--- config.mk ---
export PLATFORM = sky130hd
export DESIGN_NAME = vga_window_mapper
export DESIGN_NICKNAME = d
export VERILOG_FILES = /design/src/rtl/vga_window_mapper.sv
export SDC_FILE = /design/constraint.sdc
export NUM_CORES = 1
export LEC_CHECK = 0
export ABC_CLOCK_PERIOD_IN_PS = 11820
export CAP_MARGIN = 15
export CORE_ASPECT_RATIO = 1.1
export CORE_MARGIN = 3
export CORE_UTILIZATION = 30
export DETAILED_ROUTE_END_ITERATION = 16
export PLACE_DENSITY = 0.53
export SKIP_CTS_REPAIR_TIMING = 1
export SYNTH_ARGS = -nofsm -noshare
export SYNTH_HDL_FRONTEND = slang
export SYNTH_HIERARCHICAL = 1
export SYNTH_SLANG_ARGS = --single-unit
export TNS_END_PERCENT = 5
--- constraint.sdc ---
create_clock -name clk -period 11.82 [get_ports clk]
set_clock_uncertainty 0.2 [all_clocks]
set_input_delay 1.773 -clock clk [delete_from_list [all_inputs] [get_ports clk]]
set_output_delay 1.773 -clock clk [all_outputs]
set_load 0.02 [all_outputs]
--- src/rtl/vga_window_mapper.sv ---
// vga_window_mapper: maps 640x480 raster coordinates onto a WIN_W x WIN_H
// framebuffer window, issues the RAM read address, and re-aligns the RAM
// data with an in-window flag. Window can be scaled 1x/2x and slid
// horizontally with two debounced buttons; changes commit at frame start.

// Per-button conditioner: two-flop sync, stability counter, rising-edge pulse.
module vga_btn_debounce #(
    parameter int DEB_CYCLES = 16
) (
    input  logic clk,
    input  logic rst,
    input  logic btn,
    output logic pulse
);
    localparam int CW = $clog2(DEB_CYCLES + 1);

    logic [1:0]    sync;
    logic          lvl_q;
    logic          deb;
    logic          deb_q;
    logic [CW-1:0] cnt;

    // Synchronise, restart the counter on any level change, accept once stable.
    always_ff @(posedge clk) begin
        if (!rst) begin
            sync  <= '0;
            lvl_q <= 1'b0;
            deb   <= 1'b0;
            deb_q <= 1'b0;
            cnt   <= '0;
        end else begin
            sync  <= {sync[0], btn};
            lvl_q <= sync[1];
            deb_q <= deb;
            if (sync[1] != lvl_q)
                cnt <= '0;
            else if (cnt == CW'(DEB_CYCLES - 1))
                deb <= lvl_q;
            else
                cnt <= cnt + 1'b1;
        end
    end

    // One pulse per accepted press, however long the button is held.
    assign pulse = deb & ~deb_q;
endmodule

module vga_window_mapper #(
    parameter int              SCREEN_W   = 640,
    parameter int              SCREEN_H   = 480,
    parameter int              WIN_W      = 256,
    parameter int              WIN_H      = 256,
    parameter int              AW         = 16,
    parameter int              DW         = 3,
    parameter int              OFF_Y      = 0,
    parameter int              STEP_X     = 16,
    parameter int              DEB_CYCLES = 16,
    parameter logic [DW-1:0]   BG_COLOR   = 3'b000
) (
    input  logic          clk,
    input  logic          rst,
    input  logic [9:0]    posX,
    input  logic [8:0]    posY,
    input  logic          bntr,
    input  logic          bntl,
    input  logic          scale2x,
    input  logic [DW-1:0] mem_data,
    output logic [AW-1:0] mem_addr,
    output logic [DW-1:0] pixel_out,
    output logic          in_window,
    output logic [9:0]    off_x
);
    localparam int XB = $clog2(WIN_W);

    // press[0] = right, press[1] = left
    logic [1:0] btn_in;
    logic [1:0] press;
    assign btn_in = {bntl, bntr};

    for (genvar i = 0; i < 2; i++) begin : g_btn
        vga_btn_debounce #(.DEB_CYCLES(DEB_CYCLES)) u_deb (
            .clk   (clk),
            .rst   (rst),
            .btn   (btn_in[i]),
            .pulse (press[i])
        );
    end

    logic          scale_q;
    logic [9:0]    pend;
    logic [2:1]    vld_pipe;

    logic [10:0]   ew, eh, x11, xlo, y11;
    logic          in_x, in_y, win;
    logic [9:0]    xr;
    logic [8:0]    yr;
    logic [AW-1:0] addr_c;
    logic          frame_start;

    // Window test and framebuffer address from the committed offset/scale.
    always_comb begin
        ew     = 11'(WIN_W) << scale_q;
        eh     = 11'(WIN_H) << scale_q;
        x11    = {1'b0, posX};
        xlo    = {1'b0, off_x};
        y11    = {2'b0, posY};
        in_x   = (x11 >= xlo) && (x11 < xlo + ew);
        in_y   = (y11 >= 11'(OFF_Y)) && (y11 < 11'(OFF_Y) + eh) && (y11 < 11'(SCREEN_H));
        win    = in_x && in_y;
        xr     = posX - off_x;
        yr     = posY - 9'(OFF_Y);
        addr_c = '0;
        if (win)
            addr_c = AW'((32'(yr >> scale_q) << XB) | 32'(xr >> scale_q));
    end

    logic [9:0]  ew_in, lim, pend_nxt;
    logic [10:0] step_sum;

    assign frame_start = (posX == 10'd0) && (posY == 9'd0);

    // Pending offset: apply button pulses, clamp to the limit of the requested scale.
    always_comb begin
        ew_in    = 10'(WIN_W) << scale2x;
        lim      = 10'(SCREEN_W) - ew_in;
        step_sum = {1'b0, pend} + 11'(STEP_X);
        pend_nxt = pend;
        if (press[0] && !press[1])
            pend_nxt = (step_sum > {1'b0, lim}) ? lim : step_sum[9:0];
        else if (press[1] && !press[0])
            pend_nxt = (pend >= 10'(STEP_X)) ? pend - 10'(STEP_X) : '0;
        if (frame_start && (pend_nxt > lim))
            pend_nxt = lim;
    end

    // Offset/scale registers; off_x and scale move only on the frame-start pixel.
    always_ff @(posedge clk) begin
        if (!rst) begin
            pend    <= '0;
            off_x   <= '0;
            scale_q <= 1'b0;
        end else begin
            pend <= pend_nxt;
            if (frame_start) begin
                off_x   <= pend_nxt;
                scale_q <= scale2x;
            end
        end
    end

    // Three-stage pixel pipeline: address, RAM read, colour select.
    always_ff @(posedge clk) begin
        if (!rst) begin
            mem_addr  <= '0;
            vld_pipe  <= '0;
            pixel_out <= '0;
            in_window <= 1'b0;
        end else begin
            mem_addr    <= addr_c;
            vld_pipe[1] <= win;
            vld_pipe[2] <= vld_pipe[1];
            pixel_out   <= vld_pipe[2] ? mem_data : BG_COLOR;
            in_window   <= vld_pipe[2];
        end
    end
endmodule

==> metrics.md <==
| Metric | Value |
|---|---|
| Status | completed |
| First-pass GRT wire length | 13.56 mm |
| Final core utilization | 40.41% |
| WL/cell | 13.60 µm |
| Pre-CTS WS | 6.017 ns |
| Total length of routed wires | 8.144 mm |
| Critical path arrival | 5.53 ns |
| Largest fanout on the critical path | 10 |
| Max Clk Rate | 182.6 MHz |
| Syn Area/Cell | 8.765 µm² |
| FP Rows | 40 |
| CTS H-tree lvls | 3 |
| Pwr dens | 128.1 mW/mm² |
| I/O Buffers | 56 |
| Top-count cell post-synth | dfxtp_1 |
| Initial antenna violation count | 0 |
| Final ANT Viol Nets | 0 |
| Hold wc startpoint | vld_pipe[1] |
| Yosys Warn Count | 6 |
| Chip width | 108.0 µm |
| Layout area overhead | 30.08% |
| Starting Density | 31.06% |
| Reg2Reg Depth | 17 |
| Setup_tns | 0 ns |
| Mapped cell area | 0.003436 mm² |
| Critical path class | in -> reg |
| Ys flop type | dfxtp_1 |
| Die footprint | 0.01277 mm² |
| I/O pin count | 57 |
| DR vias/cell | 4.763 |
| Vias in the first global route | 2786 |
| Crit share post-route | 46.32% |
| Relative slew slack | 39.92% |
| Final Cell Area | 0.004469 mm² |
| DRC | 0 |
| Chip Height | 118.2 µm |
| Synth top area cells | dfxtp_1 (37%), ha_1 (8.7%), nor2_1 (5.0%) |
| Register area share after synthesis | 36.71% |
| WHS Path Cells | 1 |
| Distinct cells, synth | 58 |
| Reg-to-reg endpoint | off_x[5] |
| Number of synthesized flops with an enable pin | 0 |
| Max Root-Sink Buffers | 2 |
| Min Tclk post-route | 5.475 ns |
| Crit path capture type | flip-flop |
| Fin cells | 599 |
| Slew @ Worst Pin | 0.8984 ns |
| Origin of the critical flop-to-flop path | pend[4] |
| TritonCTS buffer count | 9 |
| Pre-antenna DRT Iters | 4 |
| Final setup viols | 0 |
| DP HPWL | 6.083 mm |
| Largest area contributor in the netlist | dfxtp_1 |
| Top post-synthesis cells by count | dfxtp_1 (63), nor2_1 (46), inv_1 (37) |
| Ant diodes | 0 |
| VDD IR max | 0.00007300 V |
| Reg clk slew, reported paths | 0.06 ns |
| Asr flop ratio synth | 0% |
| Fin worst setup slack | 6.345 ns |
| Final Max Slew Viols | 0 |
| Worst Hold Path EP | vld_pipe[2] |
| Leak pwr | 1.831 nW |
| Clk sinks | 63 |
| Core outline area | 0.01106 mm² |
| Max_cap viols | 0 |
| Gp weighted congestion | 0.8525 |
| Largest net degree at the start of global routing | 26 |
| R2r setup slk | 7.25 ns |
| Post-DP Area | 0.004113 mm² |
| Share of layout cells above drive strength 1 | 7.080% |
| Area share of the largest cell type after synthesis | 36.71% |
| Worst EP required | 11.87 ns |
| DRT iter0 DRCs | 108 |
| Post-Synthesis Cells | 392 |
| Worst min path class | reg -> reg |
| CTS tree | built |
| Final hold violations | 0 |
| Synth Register Bits | 63 |
| Vias | 2853 |
| Final net count | 500 |
| Startpoint Class | input port |
| Syn Nets | 445 |
| Gr ovfl total | 0 |
| Placed cells | 582 |
| Total global-route track usage | 13.38% |
| Root buf cell | clkbuf_16 |
| Worst-Skew Late Latency | 0.33 ns |
| RSZ-0062 raised after global routing | false |
[metal layers]
metal / routed length, µm / GRT usage [%] / up-vias
met5: 0 / 0 / -
met4: 138 / 5.288 / 0
met3: 381 / 3.605 / 12
met2: 3737 / 21.31 / 65
met1: 3886 / 17.06 / 1301
li1: - / - / 1475
[critical path, cell delays in order]
cell and delay [ns]:
clkdlybuf4s50_1 0.50, ha_1 0.34, nand2_1 0.05, mux2i_1 0.19, mux2_2 0.37, nand2_1 0.20
mux2i_1 0.22, o21ai_0 0.15, ha_1 0.32, inv_1 0.04, a211oi_1 0.24, o311ai_1 0.20
o31ai_4 0.39, or3b_1 0.39, a21oi_1 0.14
[registers in the layout (all words and copies together), names as in the netlist]
register	count
mem_addr	16
g_btn.u_deb/cnt	10
off_x	10
pend	10
g_btn.u_deb/sync	4
pixel_out	3
g_btn.u_deb/deb	2
g_btn.u_deb/deb_q	2
g_btn.u_deb/lvl_q	2
vld_pipe	2
in_window	1
scale_q	1
[worst max-delay path by stage]
stage,startpoint,to,cells after the start
floorplan,scale2x,off_x[6],14
global placement,scale2x,off_x[5],15
detailed placement,scale2x,off_x[6],15
CTS,scale2x,off_x[5],15
global route,scale2x,off_x[5],15
finish,scale2x,off_x[5],15
[cell type report]
| class | instances | area (µm²) |
|---|---|---|
| inverters | 37 | 138.9 |
| flip-flops and latches | 63 | 1261 |
| fillers | 1119 | 6591 |
| multi-input cells | 279 | 1968 |
| clock inverters | 7 | 120.1 |
| repair buffers | 57 | 571.8 |
| clock buffers | 9 | 225.2 |
| well taps | 147 | 183.9 |
[power breakdown]
part           switching, mW  internal [mW]  total [mW]
Combinational         0.0219         0.0218      0.0437
Clock                  0.102          0.207       0.309
Sequential           0.00316          0.217       0.220
Total                  0.127          0.445       0.572
[kinds of logic after synthesis]
family	after synthesis	synth area share, %
AOI/OAI and AO/OA	77	15.73
muxes	15	4.406
xor gates and xnor gates	18	4.589
buffers and inverters	50	6.227
adders and majority gates	26	9.905
and+or+nand+nor	143	22.43
DFF	63	36.71
[stage by stage]
| stage | hold slack [ns] | total power [mW] |
|---|---|---|
| 3_5_place_dp | 0.2311 | 0.2677 |
| 5_1_grt | 0.2532 | 0.5964 |
| 6_report | 0.2364 | 0.5723 |
| 3_3_place_gp | 0.2150 | 0.2671 |
| 2_1_floorplan | 0.2118 | 0.2475 |
| 4_1_cts | 0.2395 | 0.5817 |
[layout by cell type, fill, tap and decap left out, types with 13 or more instances in the layout]
cell type | Yosys | layout
a21oi_1 | 20 | 20
and2_1 | 16 | 16
clkdlybuf4s50_1 | 0 | 56
dfxtp_1 | 63 | 63
ha_1 | 24 | 24
inv_1 | 37 | 37
mux2i_1 | 14 | 14
nand2_1 | 26 | 26
nor2_1 | 46 | 46
o21ai_0 | 13 | 13
(Power assumes the default switching activity.)
